<file path="src/rtl/fp_accumulator.sv">
// Sequential FP32 accumulator: sums a stream of products using a multi-cycle
// align/add/normalise FSM and presents the result after the operand tagged last.
`timescale 1ns/1ps
module fp_accumulator #(
  parameter int XLEN    = 32,
  parameter int COUNT_W = 8
) (
  input  logic               clk,
  input  logic               rst_n,
  input  logic               in_valid,
  output logic               in_ready,
  input  logic [XLEN-1:0]    in_data,
  input  logic               in_last,
  output logic               out_valid,
  input  logic               out_ready,
  output logic [XLEN-1:0]    out_sum,
  output logic [COUNT_W-1:0] out_count,
  output logic               overflow,
  underflow
);

  typedef enum logic [2:0] {
    S_IDLE,
    S_ALIGN,
    S_ADD,
    S_NORM,
    S_FINISH,
    S_DONE
  } state_t;

  function automatic logic [XLEN-1:0] max_finite(input logic sign);
    return {sign, 31'h7F7FFFFF};
  endfunction

  function automatic logic [COUNT_W-1:0] sat_inc(input logic [COUNT_W-1:0] c);
    if (&c) return c;
    return c + 1'b1;
  endfunction

  state_t               state_q, state_d;
  logic [XLEN-1:0]      acc_q, acc_d;
  logic [XLEN-1:0]      opd_q, opd_d;
  logic                 last_q, last_d;
  logic [COUNT_W-1:0]   cnt_q, cnt_d;
  logic                 ovf_q, ovf_d;
  logic                 unf_q, unf_d;
  logic [7:0]           exp_q, exp_d;
  logic [23:0]          mx_q, mx_d;
  logic [23:0]          my_q, my_d;
  logic                 sx_q, sx_d;
  logic                 sy_q, sy_d;
  logic [24:0]          sum_q, sum_d;
  logic                 rs_q, rs_d;

  logic [7:0]           op_exp;
  logic                 op_inf;
  logic                 op_zero;
  logic [XLEN-1:0]      op_word;
  logic                 acc_zero;
  logic                 acc_big;
  logic [7:0]           exp_diff;
  logic [23:0]          small_man;
  logic [23:0]          small_shift;
  logic [7:0]           exp_inc;
  logic [7:0]           exp_dec;

  // Inf/NaN operands are clamped to the largest finite magnitude before use.
  assign op_exp      = opd_q[30:23];
  assign op_inf      = &op_exp;
  assign op_zero     = (op_exp == 8'd0);
  assign op_word     = op_inf ? max_finite(opd_q[31]) : opd_q;
  assign acc_zero    = (acc_q[30:23] == 8'd0);
  assign acc_big     = (acc_q[30:23] >= op_word[30:23]);
  assign exp_diff    = acc_big ? (acc_q[30:23] - op_word[30:23])
                               : (op_word[30:23] - acc_q[30:23]);
  assign small_man   = acc_big ? {1'b1, op_word[22:0]} : {1'b1, acc_q[22:0]};
  assign small_shift = (exp_diff >= 8'd25) ? 24'd0 : (small_man >> exp_diff);
  assign exp_inc     = exp_q + 8'd1;
  assign exp_dec     = exp_q - 8'd1;

  always_comb begin
    state_d = state_q;
    acc_d   = acc_q;
    opd_d   = opd_q;
    last_d  = last_q;
    cnt_d   = cnt_q;
    ovf_d   = ovf_q;
    unf_d   = unf_q;
    exp_d   = exp_q;
    mx_d    = mx_q;
    my_d    = my_q;
    sx_d    = sx_q;
    sy_d    = sy_q;
    sum_d   = sum_q;
    rs_d    = rs_q;

    case (state_q)
      S_IDLE: begin
        if (in_valid) begin
          opd_d   = in_data;
          last_d  = in_last;
          cnt_d   = sat_inc(cnt_q);
          state_d = S_ALIGN;
        end
      end

      S_ALIGN: begin
        if (op_inf) ovf_d = 1'b1;
        if (op_zero) begin
          state_d = S_FINISH;
        end else if (acc_zero) begin
          acc_d   = op_word;
          state_d = S_FINISH;
        end else begin
          exp_d   = acc_big ? acc_q[30:23] : op_word[30:23];
          mx_d    = acc_big ? {1'b1, acc_q[22:0]} : {1'b1, op_word[22:0]};
          sx_d    = acc_big ? acc_q[31] : op_word[31];
          sy_d    = acc_big ? op_word[31] : acc_q[31];
          my_d    = small_shift;
          state_d = S_ADD;
        end
      end

      S_ADD: begin
        if (sx_q == sy_q) begin
          sum_d = {1'b0, mx_q} + {1'b0, my_q};
          rs_d  = sx_q;
        end else if (mx_q >= my_q) begin
          sum_d = {1'b0, mx_q} - {1'b0, my_q};
          rs_d  = sx_q;
        end else begin
          sum_d = {1'b0, my_q} - {1'b0, mx_q};
          rs_d  = sy_q;
        end
        state_d = S_NORM;
      end

      // One shift per cycle; the loop exits when bit 23 is the leading one.
      S_NORM: begin
        if (sum_q == 25'd0) begin
          acc_d   = '0;
          state_d = S_FINISH;
        end else if (sum_q[24]) begin
          sum_d = {1'b0, sum_q[24:1]};
          exp_d = exp_inc;
          if (exp_inc == 8'hFF) begin
            ovf_d   = 1'b1;
            acc_d   = max_finite(rs_q);
            state_d = S_FINISH;
          end
        end else if (!sum_q[23]) begin
          sum_d = {sum_q[23:0], 1'b0};
          exp_d = exp_dec;
          if (exp_dec == 8'd0) begin
            unf_d   = 1'b1;
            acc_d   = '0;
            state_d = S_FINISH;
          end
        end else begin
          acc_d   = {rs_q, exp_q, sum_q[22:0]};
          state_d = S_FINISH;
        end
      end

      S_FINISH: begin
        state_d = last_q ? S_DONE : S_IDLE;
      end

      S_DONE: begin
        if (out_ready) begin
          acc_d   = '0;
          cnt_d   = '0;
          ovf_d   = 1'b0;
          unf_d   = 1'b0;
          state_d = S_IDLE;
        end
      end

      default: state_d = S_IDLE;
    endcase
  end

  always_ff @(posedge clk) begin
    if (!rst_n) begin
      state_q <= S_IDLE;
      acc_q   <= '0;
      opd_q   <= '0;
      last_q  <= 1'b0;
      cnt_q   <= '0;
      ovf_q   <= 1'b0;
      unf_q   <= 1'b0;
      exp_q   <= '0;
      mx_q    <= '0;
      my_q    <= '0;
      sx_q    <= 1'b0;
      sy_q    <= 1'b0;
      sum_q   <= '0;
      rs_q    <= 1'b0;
    end else begin
      state_q <= state_d;
      acc_q   <= acc_d;
      opd_q   <= opd_d;
      last_q  <= last_d;
      cnt_q   <= cnt_d;
      ovf_q   <= ovf_d;
      unf_q   <= unf_d;
      exp_q   <= exp_d;
      mx_q    <= mx_d;
      my_q    <= my_d;
      sx_q    <= sx_d;
      sy_q    <= sy_d;
      sum_q   <= sum_d;
      rs_q    <= rs_d;
    end
  end

  assign in_ready  = (state_q == S_IDLE);
  assign out_valid = (state_q == S_DONE);
  assign out_sum   = acc_q;
  assign out_count = cnt_q;
  assign overflow  = ovf_q;
  assign underflow = unf_q;

endmodule

</file>
<file path="config.mk">
export PLATFORM = sky130hd
export DESIGN_NAME = fp_accumulator
export DESIGN_NICKNAME = d
export VERILOG_FILES = /design/src/rtl/fp_accumulator.sv
export SDC_FILE = /design/constraint.sdc
export NUM_CORES = 1
export LEC_CHECK = 0
export ABC_CLOCK_PERIOD_IN_PS = 4660
export BUFFER_PORTS_ARGS = -buffer_cell sky130_fd_sc_hd__buf_4
export CORE_MARGIN = 2
export CORE_UTILIZATION = 50
export DETAILED_ROUTE_END_ITERATION = 16
export GPL_ROUTABILITY_DRIVEN = 0
export PLACE_DENSITY_LB_ADDON = 0.3
export SLEW_MARGIN = 20
export SYNTH_ARGS = -nofsm -noshare
export SYNTH_HDL_FRONTEND = slang
export SYNTH_SLANG_ARGS = --single-unit
</file>
<file path="constraint.sdc">
create_clock -name clk -period 4.66 [get_ports clk]
set_clock_uncertainty 0.05 [all_clocks]
set_input_delay 0.233 -clock clk [delete_from_list [all_inputs] [get_ports clk]]
set_output_delay 0.233 -clock clk [all_outputs]
set_load 0.01 [all_outputs]
</file>
* Word-level counts from Yosys, hierarchy flattened
Index checks and enable logic that the tools add are counted.
** Operators by class
- Add/subtract/negate cells :: 8
- Order comparisons :: 3
- Equal/unequal tests :: 23
- Shifts and indexed selects :: 1
- Muxes and demuxes :: 60
- Bitwise operators :: 2
- Reductions and logical operators :: 22
** Operator list (count)
- 2-to-1 mux 32 bit :: 8
- case mux 32 bit (3 select lines) :: 1
- 2-to-1 mux 8 bit :: 10
- 2-to-1 mux 25 bit :: 3
- 2-to-1 mux 24 bit :: 3
- case mux 25 bit (2 select lines) :: 1
- subtractor 24 x 24 -> 25 bit :: 2
- 2-to-1 mux 23 bit :: 2
- case mux 8 bit (2 select lines) :: 2
- 2-to-1 mux 31 bit :: 1
- 2-to-1 mux 3 bit :: 10
- adder 24 x 24 -> 25 bit :: 1
- zero test 25 bit :: 1
- greater-or-equal comparator 24 bit :: 1
- zero test 8 bit :: 3
- >> shifter 24 x 8 -> 24 bit :: 1
- inequality test 2 bit (second input constant) :: 11
- case mux 3 bit (6 select lines) :: 1
- AND reduction 6 bit :: 3
- adder 8 x 1 -> 8 bit (second input constant) :: 2
- 2-to-1 mux 1 bit :: 16
- AND reduction 8 bit :: 2
- subtractor 8 bit :: 2
- == test 8 bit (second input constant) :: 1
- 21 further kinds :: 31
** Storage, ports and cells
- Register bits :: 162
- Bits of input ports :: 37
- Output and inout port bits :: 44
- Word-level logic and storage cells :: 134

* Logic depth before layout (Yosys ltp)
- Depth in word-level cells :: 7
- Depth in mapped cells :: 17
- Depth with buffers taken out :: 15

* Least setup slack after synthesis
No wires, ideal clock.
- Kind :: register to register
- Start :: register opd_q[24]
- End :: register my_q[1]
- Library setup time :: 123 ps
- Data arrival time :: 3560 ps
- Data required time :: 4487 ps
- Setup slack :: 927 ps
- Stages on the path, launching flop included :: 17
- Buffers on the path :: 1
- Clock period less this slack :: 3733 ps
- Path through :: dfxtp_1 nand4_1 o21ai_0 inv_1 ha_1 fa_1 nand2b_1 a21boi_2 o31ai_4 nand2_4 buf_6 mux4_2 mux2i_1 nand2_1 o211a_2 a41oi_1 o21ai_1
** On the way
- Word-level cells in the longest chain between the ends :: 6
** RTL lines
- start, declared :: line 42 : logic [XLEN-1:0] opd_q, opd_d;
- start signal, assigned :: line 202 : opd_q <= opd_d;
- AND reduction 8 bit :: line 69 : assign op_inf = &op_exp;
- 2-to-1 mux 31 bit :: line 71 : assign op_word = op_inf ? max_finite(opd_q[31]) : opd_q;
- subtractor 8 bit, or another cell as far along :: line 75 : : (op_word[30:23] - acc_q[30:23]);
- 2-to-1 mux 8 bit / 2-to-1 mux 23 bit (equally long branches) :: line 74, 76
- >> shifter 24 x 8 -> 24 bit / greater-or-equal comparator 8 x 5 -> 1 bit (equally long branches) :: line 77 : assign small_shift = (exp_diff >= 8'd25) ? 24'd0 : (small_man >> exp_diff);
- 2-to-1 mux 24 bit :: line 77
- end signal, assigned :: line 209 : my_q <= my_d;
- end, declared :: line 49 : logic [23:0] my_q, my_d;
Several ways; a longest one is shown, not always the timed one.
A chain may end at the register's enable or synchronous reset.

* Worst setup path in the final report
- Start :: register opd_q[24]
- End :: register my_q[0]
Same word-level chain as after synthesis.

==> run_summary.xml <==
<?xml version="1.0" encoding="UTF-8"?>
<metrics>
  <group name="status">
    <metric name="outcome" unit="">finished, final reports clean</metric>
  </group>
  <group name="floorplanning">
    <metric name="fp.dieH" unit="µm">167</metric>
    <metric name="core.rowCount" unit="">59</metric>
    <metric name="top_level_ports" unit="">81</metric>
    <metric name="dieWidth" unit="µm">167</metric>
    <metric name="initial_utilization" unit="%">51.0</metric>
    <metric name="design.die.area" unit="µm²">28000</metric>
    <metric name="core-area" unit="µm²">26100</metric>
  </group>
  <group name="grt">
    <metric name="globalRouteOverflowTotal" unit="">0</metric>
    <metric name="first_global_vias" unit="">12579</metric>
    <metric name="track_usage" unit="%">30.8</metric>
    <metric name="grt_start_max_net_pins" unit="">55</metric>
    <metric name="wire_length_of_the_first_global_routing_pass" unit="µm">69500</metric>
    <metric name="grt_antenna_before_repair" unit="">0</metric>
  </group>
  <group name="setup_path">
    <metric name="worst_path_largest_cell_delay" unit="ns">0.53</metric>
    <metric name="crit_chain" unit="">nand4_1, o21ai_1, inv_1, ha_1, fa_1, nand2b_1, a21boi_2, o31ai_4, nand2_8, buf_4, mux4_2, mux2i_1, o22ai_1, a22oi_1, a21oi_1</metric>
    <metric name="crit_type" unit="">reg -&gt; reg</metric>
    <metric name="worst-path-stages" unit="">15</metric>
    <metric name="critical_path.top_delay_family" unit="">compound AO/OA/AOI/OAI gates</metric>
    <metric name="path_buf_inv" unit="">2</metric>
    <metric name="crit_slowest_cell" unit="">dfxtp_1</metric>
    <metric name="cp-start-kind" unit="">register</metric>
    <metric name="worst_ep_required_time" unit="ns">4.94</metric>
    <metric name="worst-path-max-fanout" unit="">22</metric>
    <metric name="worstPathArrival" unit="ns">4.71</metric>
    <metric name="ff2ff_path_depth" unit="">15</metric>
    <metric name="worst_setup_path_end_kind" unit="">register</metric>
  </group>
  <group name="finish">
    <metric name="mostFrequentLayoutCell" unit="">nor2_1</metric>
    <metric name="drive_gt1_share" unit="%">13.0</metric>
    <metric name="area_growth_syn_to_layout" unit="%">12.7</metric>
    <metric name="num-fill-cells" unit="">2414</metric>
    <metric name="n_antenna_cell" unit="">0</metric>
    <metric name="final_util" unit="%">57.4</metric>
    <metric name="final_nets" unit="">1947</metric>
    <metric name="highest_count_cells_in_the_layout_ignoring_fill_and_taps" unit="">nor2_1, a21oi_1, nand2_1</metric>
    <metric name="finalNonFillerCells" unit="">2162</metric>
  </group>
  <group name="sta">
    <metric name="final-setup-viol-count" unit="">0</metric>
    <metric name="timing_max_transition_violations_final" unit="">0</metric>
    <metric name="grt_setup_unrepaired" unit="">false</metric>
    <metric name="max_clock_freq" unit="GHz">0.226</metric>
    <metric name="post-route-period-util" unit="%">95.1</metric>
    <metric name="slew_headroom" unit="%">42.0</metric>
    <metric name="timing_hold_violations_final" unit="">0</metric>
    <metric name="measured_slew_at_the_worst_slew_check_pin" unit="ns">0.858</metric>
    <metric name="setup_tns" unit="ns">0</metric>
    <metric name="clock_period_minus_worst_slack" unit="ns">4.43</metric>
  </group>
  <group name="synth">
    <metric name="post_synthesis_sequential_area_ratio" unit="%">24.4</metric>
    <metric name="most_instantiated_flip_flop_cell_in_the_synthesis_netlist" unit="">dfxtp_1</metric>
    <metric name="mapped_nets" unit="">1912</metric>
    <metric name="ys_ff_latch" unit="">162</metric>
    <metric name="synthesis.yosys.warnings" unit="">0</metric>
    <metric name="synthArstFlopShare" unit="%">0</metric>
    <metric name="synthesis.area" unit="µm²">13300</metric>
    <metric name="yosys.cell_types.count" unit="">100</metric>
    <metric name="number_of_synthesized_flops_with_an_enable_pin" unit="">0</metric>
    <metric name="synth.avg_cell_area" unit="µm²">7.49</metric>
    <metric name="netlist_instances" unit="">1779</metric>
  </group>
  <group name="clock_tree">
    <metric name="cts_tree" unit="">built</metric>
    <metric name="ctsHtreeMaxLevel" unit="">4</metric>
    <metric name="inserted_clock_buffers" unit="">17</metric>
    <metric name="ctsRootBufferMaster" unit="">clkbuf_16</metric>
    <metric name="count_of_clock_tree_sinks" unit="">162</metric>
    <metric name="clk-insertion-delay-late" unit="ns">0.45</metric>
    <metric name="clkSlewWorstSetupHoldPaths" unit="ns">0.07</metric>
    <metric name="cts_max_path_buffers" unit="">2</metric>
  </group>
  <group name="hold_path">
    <metric name="holdCritPathClass" unit="">in -&gt; reg</metric>
    <metric name="worst_hold_path.num_cells" unit="">3</metric>
  </group>
  <group name="placement">
    <metric name="placement.io_buffers" unit="">80</metric>
    <metric name="dp.cells" unit="">2099</metric>
    <metric name="dp_hpwl" unit="µm">32400</metric>
  </group>
  <group name="detailed_routing">
    <metric name="dr.first_iter.drc_count" unit="">1876</metric>
    <metric name="antenna_violating_nets_post_route" unit="">0</metric>
    <metric name="vias_per_cell" unit="">6.49</metric>
    <metric name="wl" unit="µm">44500</metric>
    <metric name="vias" unit="">14031</metric>
    <metric name="wl_per_cell" unit="µm">20.6</metric>
    <metric name="drc" unit="">0</metric>
    <metric name="drt-pass1-iter-count" unit="">7</metric>
  </group>
  <group name="job">
    <metric name="max_cap_violations" unit="">0</metric>
  </group>
</metrics>
routing by layer:
layer  track usage (%)  share of wire, %  wire [µm]  up-vias
met5                 0                 0          0        -
met4              9.72               2.7       1180        0
met3              4.73                11       4700      100
met2              48.0                44      19600      822
met1              43.7                43      19000     6618
li1                  -                 -          -     6491
final cells by class:
cell class	count	area, µm²	area share, %
clock buffers	18	439	2.93
clock inverters	14	194	1.29
inverters	95	358	2.38
multi-input cells	1397	9220	61.4
flip-flops and latches	162	3240	21.6
well taps	335	419	2.79
repair buffers	141	1140	7.59
final timing paths:
kind | start | endpoint | slack (ns)
worst max register to register | opd_q[24]$_SDFFE_PN0P_ | my_q[0]$_SDFFE_PN0P_ | 0.23
worst min-delay path | in_data[29] | opd_q[29]$_SDFFE_PN0P_ | 0.003
worst min register to register | opd_q[12]$_SDFFE_PN0P_ | opd_q[12]$_SDFFE_PN0P_ | 0.40
worst max-delay path | opd_q[24]$_SDFFE_PN0P_ | my_q[0]$_SDFFE_PN0P_ | 0.23
cells by family after synthesis:
logic type	after synthesis	share of synthesized area (%)
buffers and inverters	221	7.05
AND/OR/NAND/NOR	624	21.5
flip-flops	162	24.4
adder cells (fa/ha/maj)	96	9.30
multiplexers	61	6.55
AO/OA/AOI/OAI	579	28.7
XOR/XNOR	36	2.51
metrics by stage:
stage               instance area (µm²)  setup WS [ns]  hold WS [ns]
global route                      15000         0.0800        0.0154
CTS                               14900          0.154      0.000388
finish                            15000          0.227       0.00281
global placement                  14000          0.326         0.389
detailed placement                14000          0.181         0.395
floorplan                         13300          0.927         0.319
cells in the mapped netlist, types with 16 or more instances:
cell type    n  area, µm²
nor2_1     245        920
a21oi_1    181        906
nand2_1    168        631
dfxtp_1    162       3240
o21ai_0    105        526
inv_1       94        353
ha_1        91       1140
clkbuf_1    80        300
nor3_1      52        260
a211oi_1    44        330
mux2i_1     35        350
a221oi_1    29        254
a21o_1      27        203
buf_2       27        135
or2_2       24        150
o211ai_1    20        150
mux4_2      19        428
nand3_1     19       95.1
xnor2_1     19        166
a22oi_1     16        120
xor2_1      16        140
tightest hold or removal path: cells and delay by family:
| family | cells | cell delay, ns |
|---|---|---|
| AOI/OAI and AO/OA | 1 | 0.06 |
| buffers and inverters | 1 | 0.11 |
| and+or+nand+nor | 1 | 0.05 |
state kept, by name, summed over array words and instances, names as in the netlist:
register   flops
overflow       1
rs_q           1
out_count      8
sy_q           1
state_q        3
mx_q          24
last_q         1
my_q          24
underflow      1
opd_q         32
sum_q         25
out_sum       32
exp_q          8
sx_q           1
timing repair:
action | in CTS | in global routing
endpoints found under the setup margin | 0 | 24
hold endpoints to repair | 27 | 0
buffers inserted | 0 | 3
gates resized for setup | 0 | 6
hold buffers | 27 | 0
Power is left out: the tool's default activity adds up to more than one toggle a clock period on the data nets, which glitch-free logic cannot reach.
